`src/rtl/ge_gain_sat.sv`:
```
// Combinational unsigned fixed-point scaler: full-width multiply, truncating
// shift by GAIN_FRAC, then saturate to DATA_W. Bypass passes din unchanged.
module ge_gain_sat #(
  parameter int DATA_W    = 16,
  parameter int GAIN_W    = 8,
  parameter int GAIN_FRAC = 6
) (
  input  logic [DATA_W-1:0] din,
  input  logic [GAIN_W-1:0] gain,
  input  logic              bypass,
  output logic [DATA_W-1:0] dout
);

  localparam int PROD_W = DATA_W + GAIN_W;

  logic [PROD_W-1:0] prod;
  logic [PROD_W-1:0] shifted;
  logic              ovf;

  assign prod    = {{GAIN_W{1'b0}}, din} * {{DATA_W{1'b0}}, gain};
  assign shifted = prod >> GAIN_FRAC;
  assign ovf     = |shifted[PROD_W-1:DATA_W];

  always_comb begin
    dout = shifted[DATA_W-1:0];
    if (ovf)    dout = '1;
    if (bypass) dout = din;
  end

endmodule

```
`config.mk`:
```
export PLATFORM = sky130hd
export DESIGN_NAME = ge_gain_sat
export DESIGN_NICKNAME = d
export VERILOG_FILES = /design/src/rtl/ge_gain_sat.sv
export SDC_FILE = /design/constraint.sdc
export NUM_CORES = 1
export LEC_CHECK = 0
export CAP_MARGIN = 0
export CORE_ASPECT_RATIO = 1.2
export CORE_MARGIN = 2
export CORE_UTILIZATION = 66
export DETAILED_ROUTE_END_ITERATION = 8
export PLACE_DENSITY_LB_ADDON = 0.25
export SYNTH_ARGS = -nofsm -noshare
export SYNTH_HDL_FRONTEND = slang
export SYNTH_SLANG_ARGS = --single-unit
```
`constraint.sdc`:
```
create_clock -name vclk -period 13
set_input_delay 3.25 -clock vclk [all_inputs]
set_output_delay 3.25 -clock vclk [all_outputs]
set_load 0.05 [all_outputs]
```
# After elaboration in Yosys (flattened, before gate mapping)
# Cells that the tools add are included.
dict set report op_classes {
  multipliers 1
  mux 2
  n_reduce_logical 1
}
# cell count
set ops {}
lappend ops {{$mux W16} 2}
lappend ops {{$mul A16 B8 Y24} 1}
lappend ops {{$reduce_or A2 Y1} 1}
dict set report totals {
  reg_bits 0
  in_bits 25
  output_inout_bits 16
  word_cells 4
}

# Longest topological paths before layout
# Gate-level depths: netlist of run 1.
dict set report depth {
  word_depth 4
  mapped_depth 19
  depth_no_buf 17
}

# Worst setup path before layout of run 1
# No wires, ideal clock.
dict set report synth_timing {
  path_kind {input to output}
  from {input gain[2]}
  to {output dout[10]}
  arrival_time_ns 8.161
  setup_slack_ns 1.589
  stages 17
  n_path_buf 2
  path_cell_list {clkbuf_1 > nand2_1 > fa_1 > fa_1 > inv_1 > fa_1 > inv_1 > fa_1 > inv_1 > ha_1 > and4_1 > a211oi_2 > o211ai_1 > o211ai_1 > o21ai_2 > buf_6 > a32oi_1}
}
dict set report synth_via {
  elab_chain_len 4
}
# item line
set synth_lines {}
lappend synth_lines {{start, declared} 9} ;# input logic [GAIN_W-1:0] gain,
lappend synth_lines {{$mul A16 B8 Y24 *} 20} ;# assign prod = {{GAIN_W{1'b0}}, din} * {{DATA_W{1'b0}}, gain};
lappend synth_lines {{$reduce_or A2 Y1} 22} ;# assign ovf = |shifted[PROD_W-1:DATA_W];
lappend synth_lines {{$mux W16 *} 26} ;# if (ovf) dout = '1;
lappend synth_lines {{$mux W16 *} 27} ;# if (bypass) dout = din;
lappend synth_lines {{end, declared} 11} ;# output logic [DATA_W-1:0] dout
# Every way passes the cells marked *; elsewhere a longest branch is shown, timed or not.

# Final worst setup path of run 1
dict set report layout_timing {
  from {input gain[2]}
  to {output dout[9]}
}
# Same word-level chain as after synthesis.

==> impl_results.rst, run 1 <==
.. list-table::
   :header-rows: 1

   * - Metric
     - Value
   * - Setup repair bufs after CTS
     - 0
   * - Detailed-route vias per instance
     - 5.78
   * - Fraction of final layout cells with drive strength greater than 1
     - 3.82%
   * - Register area
     - 0 um2
   * - Count of filler cells inserted in the layout
     - 515
   * - Number of top-level pins
     - 41
   * - Unrepaired setup endpoints after global routing
     - no
   * - Arr. time, crit path
     - 9.38 ns
   * - Capturing instance or port of the critical path
     - dout[9]
   * - Sum of net half-perimeters after detailed placement
     - 8370 um
   * - Number of distinct library cell variants in the gate-level netlist after synthesis
     - 50
   * - Setup Total Neg Slack
     - 0 ns
   * - Final routed wire length divided by cell count
     - 16.8 um
   * - First-iteration detailed-routing DRC count
     - 132
   * - Startpoint type of the worst setup path
     - primary input
   * - Total Nets Final
     - 674
   * - Transition time at the pin with the least slew margin
     - 0.668 ns
   * - Sequential cell count of the final layout
     - 0
   * - Maximum number of pins on one net before global-route repair
     - 19
   * - Synth area leader
     - sky130_fd_sc_hd__fa_1
   * - Setup violations, final
     - 0
   * - DIE AREA
     - 7080 um2
   * - Post-route ant nets
     - 0
   * - Critical path required time
     - 9.75 ns
   * - Worst-case vdd ir drop
     - 0.161 mV
   * - Leading cell types by count after synthesis
     - sky130_fd_sc_hd__inv_1 (114), sky130_fd_sc_hd__and2_1 (102), sky130_fd_sc_hd__fa_1 (83), sky130_fd_sc_hd__ha_1 (41), sky130_fd_sc_hd__nand2_1 (27)
   * - Final core utilization
     - 74.9%
   * - Fmax achieved
     - 79.2 MHz
   * - Total of buffers placed on input and output ports
     - 41
   * - Die width
     - 77.2 um
   * - Wire length of the first global-routing pass
     - 18100 um
   * - Final worst path period share
     - 97.1%
   * - Lkg Pwr
     - 2.36 nW
   * - Number of clock buffer instances in the layout
     - 0
   * - Area Overhead vs Synth
     - 11.7%
   * - Power density over the cells
     - 177 nW/um2
   * - # hold bufs at CTS
     - 0
   * - Crit. End Element
     - primary output
   * - Total power of the final layout
     - 0.000837 W
   * - Run status
     - completed
   * - Final weighted congestion in routability-driven placement
     - 0.884
   * - Number of pins exceeding their max-slew limit in the final report
     - 0
   * - Global route overflow
     - 0
   * - DRC Markers
     - 0
   * - Area of the mapped netlist
     - 4240 um2
   * - Final Instance Count excl. Fillers
     - 608
   * - Nets in the synthesized netlist
     - 638
   * - Antenna Diode Count
     - 0
   * - Class of the most critical hold timing path
     - primary input to primary output
   * - Total vias in the final route
     - 3516
   * - Placeable core area
     - 6330 um2
   * - Post-place instance area
     - 4720 um2
   * - Design Area, Final
     - 4740 um2
   * - CP Max Fanout
     - 16
   * - Via count of the first global-routing pass
     - 3834
   * - Site row count
     - 32
   * - Post-cts sizing count
     - 0
   * - Portion of synthesized cell area occupied by the leading cell type
     - 39.2%
   * - Share of synthesized area occupied by flip-flops and latches
     - 0%
   * - Placed cell count
     - 608
   * - Biggest area contributors in the synthesized netlist
     - sky130_fd_sc_hd__fa_1 (39%), sky130_fd_sc_hd__and2_1 (15%), sky130_fd_sc_hd__ha_1 (12%)
   * - Syn_area_per_cell
     - 8.67 um2
   * - Clock period minus final worst setup slack
     - 12.63 ns
   * - Leading cell type by number of instances after synthesis
     - sky130_fd_sc_hd__inv_1
   * - Wire length reported by the detailed router
     - 10200 um
   * - Starting density of the core
     - 67.0%
   * - Gate count of the mapped netlist
     - 489
   * - Synth warnings
     - 0
   * - Total global-route track usage
     - 32.0%
   * - First-pass detailed-route iteration total
     - 4
   * - First element of the critical path
     - gain[2]
   * - Max transition margin
     - 55.4%
   * - Height of the chip
     - 91.8 um
   * - Area taken by multi-input logic gates
     - 3750 um2
   * - Number of antenna violations at the first check in global routing
     - 0
   * - Final Hold Viols
     - 0
   * - Crit Path Class
     - primary input to primary output
   * - Max Cap Violations
     - 0
==> power by group <==
| part | switching, W | leakage (nW) | internal [W] | total [W] |
|---|---|---|---|---|
| registers | 0 | 0 | 0 | 0 |
| clock network | 0 | 0 | 0 | 0 |
| logic | 0.000503 | 2.36 | 0.000335 | 0.000837 |
| total | 0.000503 | 2.36 | 0.000335 | 0.000837 |
==> metrics by stage <==
stage | hold WS (ns) | setup slack [ns]
2_1_floorplan | 6.75 | 1.59
3_3_place_gp | 7.94 | 0.300
3_5_place_dp | 7.93 | 0.234
4_1_cts | 7.94 | 0.192
5_1_grt | 8.01 | 0.0487
6_report | 7.95 | 0.374
==> cells by family after synthesis <==
family	after synthesis	share of synthesized area [%]
AO/OA/AOI/OAI	56	10.4
XOR/XNOR	14	2.89
adder cells (fa/ha/maj)	124	51.3
buffers and inverters	126	11.7
multiplexers	1	0.236
AND/OR/NAND/NOR	168	23.4
==> critical path, stage by stage <==
cell and delay, ns:
sky130_fd_sc_hd__clkdlybuf4s50_1 0.69, sky130_fd_sc_hd__buf_4 0.29, sky130_fd_sc_hd__and2_1 0.18, sky130_fd_sc_hd__fa_1 0.51, sky130_fd_sc_hd__fa_1 0.51, sky130_fd_sc_hd__fa_1 0.51
sky130_fd_sc_hd__inv_1 0.05, sky130_fd_sc_hd__fa_1 0.47, sky130_fd_sc_hd__inv_1 0.04, sky130_fd_sc_hd__ha_1 0.34, sky130_fd_sc_hd__a21oi_1 0.18, sky130_fd_sc_hd__o21ai_0 0.10
sky130_fd_sc_hd__o41ai_1 0.36, sky130_fd_sc_hd__o22a_1 0.24, sky130_fd_sc_hd__and3_4 0.20, sky130_fd_sc_hd__a311oi_4 0.04, sky130_fd_sc_hd__buf_4 0.22, sky130_fd_sc_hd__a32oi_1 0.30
sky130_fd_sc_hd__clkdlybuf4s50_1 0.87
==> worst min-delay path by stage <==
stage,from,to,depth (start not counted)
floorplan,din[11],dout[11],2
global placement,din[15],dout[15],5
detailed placement,din[0],dout[0],4
CTS,din[0],dout[0],4
global route,din[10],dout[10],4
finish,din[0],dout[0],4
==> layout by cell type (no fill, tap or decap), drive strengths merged, types with 2 or more instances in the layout <==
master	synthesis	final
and4	3	3
fa	83	83
nand4	2	2
a311oi	2	2
ha	41	41
a21oi	9	9
and3	2	2
o21bai	3	3
nand3	8	8
a32oi	15	15
a211oi	2	2
nor2	6	6
o21a	2	2
dlymetal6s2s	0	2
nand2	27	27
inv	114	114
o211ai	3	3
nor2b	2	2
buf	3	5
o21ai	7	7
xnor2	9	9
clkdlybuf4s50	0	39
and2	107	107
xor2	5	5
nor3	6	6
a31oi	4	4
==> area by class of cell <==
cell class         count  area share, %
multi-input cells    363           79.2
repair buffers        46           9.56
inverters            114           9.04
well taps             85           2.25
==> routing by layer <==
layer,track usage (%),up-vias,wire length [um]
met5,0,-,0
met2,59.8,116,5440
met3,2.07,40,543
met1,37.8,1763,3770
met4,13.2,0,457
li1,-,1597,-
Power figures use the tool's default switching activity.
==> run 2, diff against run 1 <==
--- a/config.mk
+++ b/config.mk
@@ -8,9 +8,10 @@
 export CAP_MARGIN = 0
 export CORE_ASPECT_RATIO = 1.2
 export CORE_MARGIN = 2
-export CORE_UTILIZATION = 66
+export CORE_UTILIZATION = 35
 export DETAILED_ROUTE_END_ITERATION = 8
 export PLACE_DENSITY_LB_ADDON = 0.25
+export SETUP_SLACK_MARGIN = 0.15
 export SYNTH_ARGS = -nofsm -noshare
 export SYNTH_HDL_FRONTEND = slang
 export SYNTH_SLANG_ARGS = --single-unit
==> impl_results.rst, run 2 (synthesized netlist as in run 1, its figures left out) <==
.. list-table::
   :header-rows: 1

   * - Metric
     - Value
   * - Post-route ant nets
     - 0 (unchanged)
   * - DRC Markers
     - 0 (unchanged)
   * - Switching part of the total
     - 60.4% (was 60.0%)
   * - # hold bufs at CTS
     - 0 (unchanged)
   * - Global route overflow
     - 0 (unchanged)
   * - Final worst path period share
     - 96.3% (was 97.1%)
   * - DIE AREA
     - 13000 um2 (was 7080 um2)
   * - Fraction of final layout cells with drive strength greater than 1
     - 4.19% (was 3.82%)
   * - Die width
     - 104 um (was 77.2 um)
   * - Final core utilization
     - 40.7% (was 74.9%)
   * - Detailed-route vias per instance
     - 4.93 (was 5.78)
   * - Placeable core area
     - 11900 um2 (was 6330 um2)
   * - Comb power frac
     - 100.0% (about the same)
   * - Internal power of the cells
     - 0.000331 W (was 0.000335 W)
   * - Wire length reported by the detailed router
     - 10400 um (was 10200 um)
   * - Total of buffers placed on input and output ports
     - 41 (unchanged)
   * - Lkg Pwr
     - 2.41 nW (was 2.36 nW)
   * - Power density over the cells
     - 172 nW/um2 (was 177 nW/um2)
   * - Post-place instance area
     - 4820 um2 (was 4720 um2)
   * - First-pass detailed-route iteration total
     - 4 (unchanged)
   * - Final Hold Viols
     - 0 (unchanged)
   * - Transition time at the pin with the least slew margin
     - 0.700 ns (was 0.668 ns)
   * - Switch Pwr
     - 0.000506 W (was 0.000503 W)
   * - Max transition margin
     - 52.9% (was 55.4%)
   * - Leading cell type in the layout, fill and taps excluded
     - sky130_fd_sc_hd__inv_1 (unchanged)
   * - Count of filler cells inserted in the layout
     - 1274 (was 515)
   * - Maximum number of pins on one net before global-route repair
     - 19 (unchanged)
   * - Startpoint type of the worst setup path
     - primary input (unchanged)
   * - Setup violations, final
     - 0 (unchanged)
   * - Final routed wire length divided by cell count
     - 15.1 um (was 16.8 um)
   * - Crit. End Element
     - primary output (unchanged)
   * - Number of top-level pins
     - 41 (unchanged)
   * - Run status
     - completed (unchanged)
   * - Wire length of the first global-routing pass
     - 17800 um (was 18100 um)
   * - Total Nets Final
     - 676 (was 674)
   * - Sequential share of power
     - 0% (about the same)
   * - CP Max Fanout
     - 9 (was 16)
   * - First-iteration detailed-routing DRC count
     - 79 (was 132)
   * - Sum of net half-perimeters after detailed placement
     - 8680 um (was 8370 um)
   * - Total vias in the final route
     - 3382 (was 3516)
   * - Clock period minus final worst setup slack
     - 12.52 ns (was 12.63 ns)
   * - Number of antenna violations at the first check in global routing
     - 0 (unchanged)
   * - Crit Path Class
     - primary input to primary output (unchanged)
   * - Setup Total Neg Slack
     - 0 ns (unchanged)
   * - Area Overhead vs Synth
     - 14.6% (was 11.7%)
   * - Site row count
     - 44 (was 32)
   * - Class of the most critical hold timing path
     - primary input to primary output (unchanged)
   * - Via count of the first global-routing pass
     - 3623 (was 3834)
   * - Placed cell count
     - 684 (was 608)
   * - Commonest non-fill, non-tap cells in the layout
     - sky130_fd_sc_hd__inv_1 (114), sky130_fd_sc_hd__and2_1 (102), sky130_fd_sc_hd__fa_1 (83), sky130_fd_sc_hd__ha_1 (41), sky130_fd_sc_hd__clkdlybuf4s50_1 (33) (was sky130_fd_sc_hd__inv_1 (114), sky130_fd_sc_hd__and2_1 (102), sky130_fd_sc_hd__fa_1 (83), sky130_fd_sc_hd__ha_1 (41), sky130_fd_sc_hd__clkdlybuf4s50_1 (39))
   * - Register area
     - 0 um2 (unchanged)
   * - Number of pins exceeding their max-slew limit in the final report
     - 0 (unchanged)
   * - Final weighted congestion in routability-driven placement
     - 0.823 (was 0.884)
   * - Arr. time, crit path
     - 9.27 ns (was 9.38 ns)
   * - Critical path required time
     - 9.75 ns (about the same)
   * - Number of clock buffer instances in the layout
     - 0 (unchanged)
   * - Max Cap Violations
     - 0 (unchanged)
   * - Total global-route track usage
     - 16.4% (was 32.0%)
   * - Worst-case vdd ir drop
     - 0.157 mV (was 0.161 mV)
   * - Fraction of power consumed by the clock network
     - 0% (about the same)
   * - Antenna Diode Count
     - 0 (unchanged)
   * - Unrepaired setup endpoints after global routing
     - no (unchanged)
   * - Total power of the final layout
     - 0.000837 W (about the same)
   * - Design Area, Final
     - 4860 um2 (was 4740 um2)
   * - Sequential cell count of the final layout
     - 0 (unchanged)
   * - Fmax achieved
     - 79.9 MHz (was 79.2 MHz)
   * - Starting density of the core
     - 35.5% (was 67.0%)
   * - Height of the chip
     - 125 um (was 91.8 um)
   * - Final Instance Count excl. Fillers
     - 686 (was 608)
[run 2: path summary, 6_finish.rpt]
kind / start / endpoint / cells past startpoint
worst min-delay path: din[0] / dout[0] / 4
worst max-delay path: din[3] / dout[10] / 17
[run 2: critical path, cell delays in order]
cell,delay (ns)
sky130_fd_sc_hd__clkdlybuf4s50_1,0.63
sky130_fd_sc_hd__and2_1,0.30
sky130_fd_sc_hd__fa_1,0.56
sky130_fd_sc_hd__fa_1,0.44
sky130_fd_sc_hd__fa_1,0.49
sky130_fd_sc_hd__inv_1,0.05
sky130_fd_sc_hd__fa_1,0.48
sky130_fd_sc_hd__inv_1,0.04
sky130_fd_sc_hd__ha_1,0.36
sky130_fd_sc_hd__a21oi_1,0.20
sky130_fd_sc_hd__a21boi_0,0.13
sky130_fd_sc_hd__a211oi_2,0.35
sky130_fd_sc_hd__o21ai_0,0.35
sky130_fd_sc_hd__a311oi_1,0.42
sky130_fd_sc_hd__xor2_1,0.15
sky130_fd_sc_hd__a32oi_1,0.22
sky130_fd_sc_hd__clkdlybuf4s50_1,0.84
[run 2: cell type report]
cell class	count	area [um2]	area share, %
Inverter	114	428	8.81
Multi-Input combinational cell	363	3750	77.2
Tap cell	161	201	4.15
Timing Repair Buffer	48	479	9.87
[run 2: repair_timing]
action | in CTS | in global routing
setup buffers | 0 | 2
pin swaps | 0 | 1
resized for setup | 1 | 8
endpoints found under the setup margin | 12 | 16
[run 2: power groups by stage]
stage | Combinational (W) | Sequential [W] | Clock (W)
finish | 0.000837 | 0 | 0
global route | 0.000937 | 0 | 0
CTS | 0.000841 | 0 | 0
detailed placement | 0.000835 | 0 | 0
global placement | 0.000830 | 0 | 0
floorplan | 0.000626 | 0 | 0
[run 2: layer usage]
layer / GRT usage (%) / share of wire (%) / wire [um] / vias to the layer above
li1: - / - / - / 1598
met1: 21.5 / 42 / 4390 / 1719
met2: 31.0 / 54 / 5630 / 59
met3: 0.680 / 3.1 / 327 / 6
met4: 0.954 / 0.50 / 52 / 0
met5: 0 / 0 / 0 / -
[run 2: metrics by stage]
| stage | hold WS, ns | setup slack [ns] |
|---|---|---|
| floorplan | 6.75 | 1.59 |
| global placement | 7.93 | 0.197 |
| detailed placement | 7.92 | 0.117 |
| CTS | 7.92 | 0.160 |
| global route | 7.63 | 0.156 |
| finish | 7.56 | 0.483 |
